--- config.mk ---
export PLATFORM = sky130hd
export DESIGN_NAME = serial_adder
export DESIGN_NICKNAME = d
export VERILOG_FILES = /design/src/rtl/serial_adder.sv
export SDC_FILE = /design/constraint.sdc
export NUM_CORES = 1
export LEC_CHECK = 0
export ABC_AREA = 0
export CAP_MARGIN = 20
export CORE_MARGIN = 2
export CORE_UTILIZATION = 35
export DETAILED_ROUTE_END_ITERATION = 10
export PLACE_DENSITY = 0.54
export SLEW_MARGIN = 20
export SYNTH_ARGS = -nofsm -noshare
export SYNTH_HDL_FRONTEND = slang
export SYNTH_SLANG_ARGS = --single-unit
--- constraint.sdc ---
create_clock -name sys_clk -period 3.6 [get_ports sys_clk]
set_input_delay 0.72 -clock sys_clk [delete_from_list [all_inputs] [get_ports sys_clk]]
set_output_delay 0.72 -clock sys_clk [all_outputs]
set_load 0.02 [all_outputs]
--- src/rtl/serial_adder.sv ---
`default_nettype none
// ============================================================================
// Module   : serial_adder
// Purpose  : bit-serial a+b+cin, one bit per clock, LSB first, registered result
// Revision : 1.0
// ============================================================================
module serial_adder #(
    parameter int WIDTH = 8
) (
    input  logic             sys_clk,
    input  logic             sys_rst,
    input  logic             start,
    input  logic [WIDTH-1:0] a,
    input  logic [WIDTH-1:0] b,
    input  logic             cin,
    output logic             busy,
    output logic             done,
    output logic [WIDTH-1:0] sum,
    output logic             cout,
    output logic             ovf
);

    localparam int                CNT_W    = $clog2(WIDTH) + 1;
    localparam logic [CNT_W-1:0]  LAST_BIT = CNT_W'(WIDTH - 1);

    typedef enum logic [1:0] {
        IDLE = 2'd0,
        RUN  = 2'd1,
        DONE = 2'd2
    } state_t;

    state_t           state_q;
    logic [WIDTH-1:0] a_q;
    logic [WIDTH-1:0] b_q;
    logic [WIDTH-2:0] res_q;
    logic             carry_q;
    logic [CNT_W-1:0] cnt_q;

    logic             bit_d;
    logic             carry_d;
    logic [WIDTH-1:0] full_d;

    // res_q holds the bits already produced; prepending the current bit gives
    // the complete sum on the last step without an extra shift cycle.
    always_comb begin
        bit_d   = a_q[0] ^ b_q[0] ^ carry_q;
        carry_d = (a_q[0] & b_q[0]) | (a_q[0] & carry_q) | (b_q[0] & carry_q);
        full_d  = {bit_d, res_q};
    end

    always_ff @(posedge sys_clk) begin
        if (sys_rst) begin
            state_q <= IDLE;
            a_q     <= '0;
            b_q     <= '0;
            res_q   <= '0;
            carry_q <= 1'b0;
            cnt_q   <= '0;
            busy    <= 1'b0;
            done    <= 1'b0;
            sum     <= '0;
            cout    <= 1'b0;
            ovf     <= 1'b0;
        end else begin
            case (state_q)
                IDLE: begin
                    if (start) begin
                        a_q     <= a;
                        b_q     <= b;
                        carry_q <= cin;
                        res_q   <= '0;
                        cnt_q   <= '0;
                        busy    <= 1'b1;
                        state_q <= RUN;
                    end
                end
                RUN: begin
                    a_q     <= a_q >> 1;
                    b_q     <= b_q >> 1;
                    carry_q <= carry_d;
                    res_q   <= full_d[WIDTH-1:1];
                    cnt_q   <= cnt_q + 1'b1;
                    if (cnt_q == LAST_BIT) begin
                        // carry_q is the carry into the MSB at this point
                        sum     <= full_d;
                        cout    <= carry_d;
                        ovf     <= carry_q ^ carry_d;
                        done    <= 1'b1;
                        state_q <= DONE;
                    end
                end
                DONE: begin
                    done    <= 1'b0;
                    busy    <= 1'b0;
                    state_q <= IDLE;
                end
                default: begin
                    done    <= 1'b0;
                    busy    <= 1'b0;
                    state_q <= IDLE;
                end
            endcase
        end
    end

endmodule
`default_nettype wire

==> results.md <==
* DRC at 0
* Final Hold Viols at 0
* Reg2Reg Capture Point: ovf$_SDFFE_PP0P_
* Hold Slack at 476 ps
* Crit-path leading delay family: buffers and inverters
* Critical Path Fanout Max at 20
* Largest net degree at the start of global routing at 28
* TritonCTS clock tree: built
* Setup Total Neg Slack at 0 ps
* Fraction of layout cells with a size suffix above 1 at 5.86%
* Max_cap viols at 0
* Multiplexer area fraction after synthesis at 0%
* Syn nets at 221
* Final slew viol count at 0
* Cells after Synth at 199
* Router iterations before antenna repair at 6
* Worst skew pair latency at 290 ps
* WS Path Type: input port to register
* Endpoints failing setup at 0
* Avg Cell Area, Syn at 8.54 sq um
* Reg2reg start: state_q[0]$_SDFFE_PP0P_
* Post-CTS Resized at 0
* Required @ worst endpoint at 3770 ps
* Number of port buffers at 31
* Clock root buffer: clkbuf_8
* Post-placement cell count at 270
* Initial antenna violation count at 0
* Routability congestion estimate at 0.677
* Clock-pin transition on the worst setup and hold timing paths at 70 ps
* GRT Total Usage at 14.6%
* Max incr delay on CP at 910 ps
* Die X at 73.7 um
* Slew margin rel. at 45.5%
* Synth Cell Area at 1700 sq um
* GRT overflow at 0
* Crit path from: sys_rst
* Worst VDD drop at 0.187 mV
* Clk buf depth at 2
* Total setup buffers inserted after CTS at 0
* Cell chain of the critical path: clkdlybuf4s50_1, inv_1, o21ai_0, a21oi_1
* Simple-Gate Fraction of Synth Area at 13.8%
* XOR/XNOR Fraction of Synth Area at 0.515%
* Number of vias per cell at 5.25
* Yosys cell types at 32
* Area Overhead vs Synth at 22.7%
* Area fraction in compound gates after synthesis at 28.6%
* Worst Reg-to-Reg Cells at 4
* DR vias at 1,450
* Largest family of logic cells by synthesized area: compound AO/OA/AOI/OAI gates
* Initial Util at 36.2%
* Post-route cell area at 2090 sq um
* Seq/Total Area, Yosys at 49.4%
* Post-detail-place hpwl at 2.53 mm
* Synth Register Bits at 42
* Crit path buf inv count at 2
* Post-route minimum period at 2080 ps
* Worst path depth at 4
* Hold buffers post-CTS at 0
* Die area at 5430 sq um
* Vias in the first global route at 1,344
* Worst R2R Setup Slack at 1590 ps
* Leak at 0.734 nW
* Routed len/inst at 13.4 um
* Ant diodes at 0
* CP Capture Type: register
* CTS Buf Count at 5
* First-pass GRT wire length at 6.13 mm
* WL final at 3.70 mm
* Nets at 245
* Clk sinks at 42
* Fmax at 481 MHz
* Slowest CP cell: clkdlybuf4s50_1
* Skew final at 4.88 ps
* Fin crit share at 57.7%
* Fin cells at 276
* DR iter-0 viols at 56
* Worst setup path endpoint: a_q[0]$_SDFFE_PP0P_
* Ys Warns at 0
* Core area at 4690 sq um
* Critical Path AT at 2250 ps
* Worst min path class: register to register
* Antenna viol nets, final at 0
* Std cell rows at 25
* H-tree levels at 2
* CP Launch Type: input port
* Height of the die at 73.7 um
* Worst-Margin Slew at 817 ps
* Adder-Cell Fraction of Synth Area at 1.91%
* Pwr dens at 428 nW/um^2
* Io pins at 32
* RSZ-0062 raised after global routing: false
* Status: completed
* Placed Area at 2000 sq um
flip-flops by register name (all words and copies together), names as in the netlist:
signal and flops:
res_q 7, sum 8, done 1, carry_q 1, cout 1, busy 1
b_q 8, cnt_q 4, a_q 8, state_q 2, ovf 1
cell type report:
type                            count  area [sq um]
Timing Repair Buffer               33           325
Fill cell                         478          2610
Multi-Input combinational cell    139           763
Inverter                            2          7.51
Sequential cell                    42           841
Tap cell                           54          67.6
Clock buffer                        6          82.6
routing by layer:
| layer | wire, um | share of wire (%) | up-vias | global-route usage, % |
|---|---|---|---|---|
| met5 | 0 | 0 | - | 0 |
| li1 | - | - | 748 | - |
| met1 | 1830 | 50 | 672 | 19.5 |
| met4 | 52 | 1.4 | 0 | 6.67 |
| met2 | 1710 | 46 | 24 | 21.8 |
| met3 | 97 | 2.6 | 6 | 4.12 |
cell usage in the layout, fill, tap and decap left out, drive strengths merged, types with 2 or more instances in the layout:
cell type,netlist,final
a21oi,43,43
dfxtp,42,42
clkdlybuf4s50,0,31
o21ai,24,24
nand2,20,20
nor2,13,13
nand3,11,11
a22oi,10,10
clkbuf,5,6
nand2b,2,2
buf,11,2
inv,2,2
cell usage after synthesis (all sizes together):
library cell  number  area share, %
a2111oi            1           0.52
a211oi             1           0.74
a21oi             43             13
a22oi             10            4.4
a311oi             1           0.52
a31oi              1           0.37
and3b              1           0.52
buf               11            4.2
clkbuf             5            1.2
dfxtp             42             49
fa                 1            1.2
ha                 1           0.74
inv                2           0.44
nand2             20            4.4
nand2b             2           0.74
nand3             11            3.2
nand3b             1           0.44
nor2              13            2.9
nor2b              1           0.37
nor3               1           0.29
nor3b              1           0.44
o21ai             24            7.1
o21ba              1           0.59
o21bai             1            1.1
o32a               1           0.59
or4                1           0.44
xnor2              1           0.52
cell families after synthesis:
group,after synthesis
flip-flops,42
buffers and inverters,18
AND/OR/NAND/NOR,52
XOR/XNOR,1
adder cells (fa/ha/maj),2
AO/OA/AOI/OAI,84
stage by stage:
stage          util [%]  total power [mW]  setup WS, ps
5_1_grt            44.5             0.942          1380
6_report           44.5             0.893          1520
3_5_place_dp       42.7             0.610          1200
2_1_floorplan         -             0.575          2140
3_3_place_gp       42.7             0.608          1240
4_1_cts            44.5             0.906          1500
worst register-to-register path, cell delays in order (launching register included):
cell and delay [ps]:
dfxtp_1 580, nor2b_2 650, buf_4 360, a21oi_1 90, a311oi_1 250
how the worst min path moves through the flow:
stage / start / to / depth (start not counted)
floorplan: res_q[0]$_SDFFE_PP0P_ / sum[0]$_SDFFE_PP0P_ / 2
global placement: done$_SDFFE_PP0P_ / done$_SDFFE_PP0P_ / 2
detailed placement: sum[7]$_SDFFE_PP0P_ / sum[7]$_SDFFE_PP0P_ / 2
CTS: sum[7]$_SDFFE_PP0P_ / sum[7]$_SDFFE_PP0P_ / 2
global route: res_q[0]$_SDFFE_PP0P_ / sum[0]$_SDFFE_PP0P_ / 2
finish: res_q[0]$_SDFFE_PP0P_ / sum[0]$_SDFFE_PP0P_ / 2
power breakdown:
part           total (mW)  leakage, nW  internal, mW  switching, mW
registers           0.499        0.343         0.485         0.0143
clock network       0.294       0.0431         0.148          0.146
logic               0.100        0.348        0.0457         0.0545
No activity file was read; power rests on OpenSTA's default activity.
